File: config.mk
export PLATFORM = sky130hd
export DESIGN_NAME = phys_reg_free_list_flat
export DESIGN_NICKNAME = d
export VERILOG_FILES = /design/src/rtl/phys_reg_free_list_if.sv /design/src/rtl/phys_reg_free_list.sv /design/src/flat_wrapper.sv
export SDC_FILE = /design/constraint.sdc
export NUM_CORES = 1
export LEC_CHECK = 0
export ABC_CLOCK_PERIOD_IN_PS = 4900
export CAP_MARGIN = 10
export CORE_MARGIN = 8
export CORE_UTILIZATION = 50
export CTS_BUF_LIST = sky130_fd_sc_hd__clkbuf_4 sky130_fd_sc_hd__clkbuf_8
export DETAILED_ROUTE_END_ITERATION = 8
export PLACE_DENSITY = 0.69
export SYNTH_ARGS = -nofsm -noshare
export SYNTH_HDL_FRONTEND = slang
export SYNTH_SLANG_ARGS = --single-unit
File: constraint.sdc
create_clock -name CLK -period 4.9 [get_ports CLK]
set_input_delay 1.47 -clock CLK [delete_from_list [all_inputs] [get_ports CLK]]
set_output_delay 1.47 -clock CLK [all_outputs]
set_load 0.005 [all_outputs]
File: src/rtl/phys_reg_free_list_if.sv
// phys_reg_free_list_if: dispatch/ROB-facing signals of the physical register free list.
// The free list itself uses the slave modport; rename/commit logic drives through master.
interface phys_reg_free_list_if #(
    parameter int TAG_W = 6,
    parameter int CNT_W = 7,
    parameter int COL_W = 2
);
    logic             dequeue_valid;
    logic [TAG_W-1:0] dequeue_phys_reg_tag;
    logic             dequeue;
    logic             enqueue;
    logic [TAG_W-1:0] enqueue_phys_reg_tag;
    logic             save_checkpoint_valid;
    logic [COL_W-1:0] save_checkpoint_column;
    logic             restore_checkpoint_valid;
    logic [COL_W-1:0] restore_checkpoint_column;
    logic [CNT_W-1:0] free_count;

    modport master (
        input  dequeue_valid, dequeue_phys_reg_tag, free_count,
        output dequeue, enqueue, enqueue_phys_reg_tag,
               save_checkpoint_valid, save_checkpoint_column,
               restore_checkpoint_valid, restore_checkpoint_column
    );

    modport slave (
        output dequeue_valid, dequeue_phys_reg_tag, free_count,
        input  dequeue, enqueue, enqueue_phys_reg_tag,
               save_checkpoint_valid, save_checkpoint_column,
               restore_checkpoint_valid, restore_checkpoint_column
    );
endinterface

File: src/rtl/phys_reg_free_list.sv
// phys_reg_free_list: circular FIFO of free physical register tags with
// checkpointed read pointers so a mispredict returns speculatively allocated tags.
module phys_reg_free_list #(
    parameter int NUM_PHYS_REGS      = 64,
    parameter int NUM_ARCH_REGS      = 32,
    parameter int FREE_LIST_DEPTH    = NUM_PHYS_REGS,
    parameter int CHECKPOINT_COLUMNS = 4
) (
    input logic                 CLK,
    input logic                 nRST,
    phys_reg_free_list_if.slave fl
);
    localparam int TAG_W = $clog2(NUM_PHYS_REGS);
    localparam int IDX_W = $clog2(FREE_LIST_DEPTH);
    localparam int PTR_W = IDX_W + 1;
    localparam int INIT_FREE = NUM_PHYS_REGS - NUM_ARCH_REGS;

    logic [TAG_W-1:0] slots_q [FREE_LIST_DEPTH];
    logic [PTR_W-1:0] ckpt_q  [CHECKPOINT_COLUMNS];
    logic [PTR_W-1:0] ckpt_d  [CHECKPOINT_COLUMNS];
    logic [PTR_W-1:0] head_q, head_d, tail_q, tail_d, count;
    logic             empty, full, deq_ok, enq_ok;

    // A restore owns the head this cycle, so a concurrent dequeue is dropped
    // and a concurrent save would race the restored value; both are suppressed.
    always_comb begin
        count  = tail_q - head_q;
        empty  = count == '0;
        full   = count == PTR_W'(FREE_LIST_DEPTH);
        deq_ok = fl.dequeue && !empty && !fl.restore_checkpoint_valid;
        enq_ok = fl.enqueue && (!full || deq_ok);
        head_d = fl.restore_checkpoint_valid ? ckpt_q[fl.restore_checkpoint_column]
                                             : head_q + PTR_W'(deq_ok);
        tail_d = tail_q + PTR_W'(enq_ok);
        ckpt_d = ckpt_q;
        if (fl.save_checkpoint_valid && !fl.restore_checkpoint_valid)
            ckpt_d[fl.save_checkpoint_column] = head_d;
    end

    always_ff @(posedge CLK or negedge nRST) begin
        if (!nRST) begin
            head_q <= '0;
            tail_q <= PTR_W'(INIT_FREE);
            for (int c = 0; c < CHECKPOINT_COLUMNS; c++)
                ckpt_q[c] <= '0;
            for (int i = 0; i < FREE_LIST_DEPTH; i++)
                slots_q[i] <= (i < INIT_FREE) ? TAG_W'(NUM_ARCH_REGS + i) : '0;
        end else begin
            head_q <= head_d;
            tail_q <= tail_d;
            ckpt_q <= ckpt_d;
            if (enq_ok)
                slots_q[tail_q[IDX_W-1:0]] <= fl.enqueue_phys_reg_tag;
        end
    end

    assign fl.dequeue_valid        = !empty;
    assign fl.dequeue_phys_reg_tag = slots_q[head_q[IDX_W-1:0]];
    assign fl.free_count           = count;
endmodule

File: src/flat_wrapper.sv
// flat-port wrapper written by rule: the top's interface ports become plain ports
module phys_reg_free_list_flat 
#(
    parameter int NUM_PHYS_REGS      = 64,
    parameter int NUM_ARCH_REGS      = 32,
    parameter int FREE_LIST_DEPTH    = NUM_PHYS_REGS,
    parameter int CHECKPOINT_COLUMNS = 4
)
  (CLK, nRST, fl_dequeue_valid, fl_dequeue_phys_reg_tag, fl_free_count, fl_dequeue, fl_enqueue, fl_enqueue_phys_reg_tag, fl_save_checkpoint_valid, fl_save_checkpoint_column, fl_restore_checkpoint_valid, fl_restore_checkpoint_column);
  phys_reg_free_list_if fl_i ();
  input logic CLK;
  input logic nRST;
  output wire logic [$bits(fl_i.dequeue_valid)-1:0] fl_dequeue_valid;
  output wire logic [$bits(fl_i.dequeue_phys_reg_tag)-1:0] fl_dequeue_phys_reg_tag;
  output wire logic [$bits(fl_i.free_count)-1:0] fl_free_count;
  input wire logic [$bits(fl_i.dequeue)-1:0] fl_dequeue;
  input wire logic [$bits(fl_i.enqueue)-1:0] fl_enqueue;
  input wire logic [$bits(fl_i.enqueue_phys_reg_tag)-1:0] fl_enqueue_phys_reg_tag;
  input wire logic [$bits(fl_i.save_checkpoint_valid)-1:0] fl_save_checkpoint_valid;
  input wire logic [$bits(fl_i.save_checkpoint_column)-1:0] fl_save_checkpoint_column;
  input wire logic [$bits(fl_i.restore_checkpoint_valid)-1:0] fl_restore_checkpoint_valid;
  input wire logic [$bits(fl_i.restore_checkpoint_column)-1:0] fl_restore_checkpoint_column;
  assign fl_dequeue_valid = fl_i.dequeue_valid;
  assign fl_dequeue_phys_reg_tag = fl_i.dequeue_phys_reg_tag;
  assign fl_free_count = fl_i.free_count;
  assign fl_i.dequeue = fl_dequeue;
  assign fl_i.enqueue = fl_enqueue;
  assign fl_i.enqueue_phys_reg_tag = fl_enqueue_phys_reg_tag;
  assign fl_i.save_checkpoint_valid = fl_save_checkpoint_valid;
  assign fl_i.save_checkpoint_column = fl_save_checkpoint_column;
  assign fl_i.restore_checkpoint_valid = fl_restore_checkpoint_valid;
  assign fl_i.restore_checkpoint_column = fl_restore_checkpoint_column;
  phys_reg_free_list #(.NUM_PHYS_REGS(NUM_PHYS_REGS), .NUM_ARCH_REGS(NUM_ARCH_REGS), .FREE_LIST_DEPTH(FREE_LIST_DEPTH), .CHECKPOINT_COLUMNS(CHECKPOINT_COLUMNS)) u_core (.CLK(CLK), .nRST(nRST), .fl(fl_i));
endmodule
==> out/metrics.yaml <==
run_status:
  status: "finished clean"
synth:
  synth.yosys.seq_area_share_pct: 52.1
  yosysTopAreaCell: "dfrtp_1"
  synth.top_cell.area_share_pct: 37.8
  synth.most_common_cell: "dfrtp_1"
  avgSynthCellArea_um2: 13.8
  synthDistinctLibCells: 55
  ys_ff_latch: 426
  synth_warnings: 0
  synthTopCellsByCount: "dfrtp_1, a22o_1, o2bb2ai_1, dfstp_2, mux4_2"
  async_flop_share_pct: 100
  synthesis.area_um2: 20700
  synthTopCellsByArea: "dfrtp_1, dfstp_2, mux4_2"
  synth-edff-count: 0
  synthesis.nets: 1524
  synth_cells: 1497
  synth_ff_type: "dfrtp_1"
sta:
  fmax_ghz: 0.207
  post-route-min-period_ns: 4.83
  clock_skew_ns: 0.0312
  setup_violations: 0
  hold_violations: 0
  relSlewSlack_pct: 25.8
  fin_crit_sh_pct: 98.5
  timing.hold.ws_ns: 0.474
  worst_pin_slew_ns: 1.11
  drv_slew: 0
power:
  intPower_mw: 9.27
  switching_power_mw: 5.71
  total_power_mw: 15.0
  swShare_pct: 38.1
  p_per_area_nw_per_um2: 635
  pwr-share-seq_pct: 36.8
  ir_drop_v: 0.000367
  pwr-share-comb_pct: 40.4
  pwr-share-clk_pct: 22.9
  p_leak_nw: 9.58
grt:
  gr-usage-all-layers_pct: 26.2
  busiest_layer: "met2"
  grt_use_met2_pct: 39.3
  grt_pass1_wl_um: 96500
  grtUsageMet3_pct: 7.25
  overflow: 0
  grt.met1_usage_pct: 35.1
  antenna_found_initial: 1
  first_global_vias: 15500
  grt_max_degree: 98
critical_path:
  worstPathCellList: "buf_12 > bufbuf_16 > mux4_2 > a22oi_1 > a21oi_1 > a221o_1 > clkdlybuf4s50_1"
  required_ns: 3.43
  end_kind: "output pin"
  crit_type: "reg -> out"
  slowest_delay_ns: 0.52
  worstPathArrival_ns: 3.36
  worstSetupStartpointType: "flip-flop"
  cp_slowest_cell: "mux4_2"
  crit_path_max_fanout: 19
detailed_routing:
  ant_nets: 0
  drcViolationCount: 0
  firstDrtPassIters: 8
  wl_per_cell_um: 29.1
  drt-vias-per-instance: 7.00
  drt-total-wl_um: 63100
  routed-via-count: 15200
  drtIter0Drc: 1823
cells_and_area:
  areaGrowthSynthToFinish_pct: 13.8
  fin_nets: 1602
  utilization_pct: 57.7
  multi_input_area_um2: 9320
  final.fill_count: 3211
  ff_latch_area_um2: 10800
  drive_above_1_share_pct: 32.9
clock_network:
  tritoncts: "done"
  clockRootBuffer: "clkbuf_8"
  clock_sinks: 426
  cts_max_level: 3
  clk_pin_slew_ns: 0.06
  clock_path_buffers: 3
  clk_latency_ns: 0.62
  cts_made_buffers: 72
floorplanning:
  rows: 74
  coreArea_um2: 40900
  dieWidth_um: 220
  io_pins: 30
  die_h_um: 220
  die_area_um2: 48200
  initial_core_util_pct: 50.7
place:
  io_buffers: 29
  gp_congestion: 0.888
  dp.final_hpwl_um: 40500
worst_hold_path:
  hold_path.class: "reg -> reg"
run:
  cap_violations: 0
==> worst max-delay path: cells and delay by family, from the launching register on <==
family / cells / cell delay, ns
flops: 1 / 0.45
buf+inv: 3 / 1.01
compound gates: 3 / 0.77
mux: 1 / 0.52
==> layout make-up <==
type | count | area share (%)
tap | 532 | 2.82
multi-input combinational | 938 | 39.5
timing repair buffer | 117 | 4.89
sequential | 426 | 45.8
clock buffer | 121 | 6.29
clock inverter | 11 | 0.366
inverter | 20 | 0.318
antenna | 1 | 0.0106
==> through the flow <==
stage | TNS, ns | instance area [um2] | cells | worst slack (ns)
2_1_floorplan | 0 | 20700 | 1497 | 0.710
4_1_cts | 0 | 23400 | 2155 | 0.0133
3_5_place_dp | 0 | 21700 | 2015 | 0.458
5_1_grt | -0.0260 | 23600 | 2166 | -0.0180
3_3_place_gp | 0 | 21700 | 2015 | 0.486
6_report | 0 | 23600 | 2166 | 0.0730
==> cell families (layout without fill, tap and decap cells) <==
logic type               count (synthesis)  in the layout  synth area share [%]
buffers and inverters                  133            269                  3.44
other                                    0              1                     0
multiplexers                           123            123                  11.8
XOR/XNOR                                15             15                 0.634
adder cells (fa/ha/maj)                 11             11                 0.700
flip-flops                             426            426                  52.1
AO/OA/AOI/OAI                          580            580                  26.8
AND/OR/NAND/NOR                        209            209                  4.54
==> path summary, 6_finish.rpt <==
kind / slack [ns] / depth (start not counted) / end / start
max: 0.07 / 7 / fl_dequeue_phys_reg_tag[5] / u_core.head_q[0]$_DFF_PN0_
min: 0.47 / 2 / u_core.ckpt_q[11]$_DFFE_PN0P_ / u_core.ckpt_q[11]$_DFFE_PN0P_
max reg2reg: 0.93 / 9 / u_core.slots_q[349]$_DFFE_PN0P_ / u_core.head_q[2]$_DFF_PN0_
min reg2reg: 0.47 / 2 / u_core.ckpt_q[11]$_DFFE_PN0P_ / u_core.ckpt_q[11]$_DFFE_PN0P_
max in group asynchronous: 2.88 / 2 / u_core.head_q[0]$_DFF_PN0_ / nRST
min in group asynchronous: 0.88 / 1 / u_core.slots_q[62]$_DFFE_PN0P_ / nRST
==> state kept, by name, indices dropped and copies added, names as in the netlist <==
name	flops
u_core.ckpt_q	28
u_core.head_q	7
u_core.slots_q	384
u_core.tail_q	7
==> layout by cell type, fill, tap and decap left out, types with 14 or more instances in the layout <==
cell,instances
dfstp_2,113
o2111ai_4,23
o211ai_2,26
clkbuf_4,29
clkbuf_8,92
a22o_1,195
a22oi_1,14
o21ai_0,31
a21oi_1,22
buf_4,75
nand3_1,21
dfrtp_1,310
mux2i_1,24
o2bb2ai_1,192
nand2_1,76
clkdlybuf4s50_1,27
mux4_2,97
nor2_1,61
inv_1,16
==> power groups by stage <==
stage / sequential, mW / combinational, mW / clock, mW
3_5_place_dp: 5.49 / 5.70 / 0
4_1_cts: 5.46 / 5.83 / 3.47
3_3_place_gp: 5.49 / 5.58 / 0
5_1_grt: 5.59 / 6.37 / 3.64
6_report: 5.51 / 6.05 / 3.43
2_1_floorplan: 5.20 / 4.03 / 0
==> per-layer routing <==
metal	part of all wire (%)	wire, um
met2	45	28500
met4	4.3	2710
met5	0	0
met1	41	25700
met3	9.7	6120
==> repair_timing <==
item                       4_1_cts  5_1_grt
setup buffers                    6       10
resized for setup                4       19
pin swaps                        0        2
hold buffers                     0        0
setup endpoints to repair        8        8
gates cloned                     2        0
No activity file was read; power rests on OpenSTA's default activity.
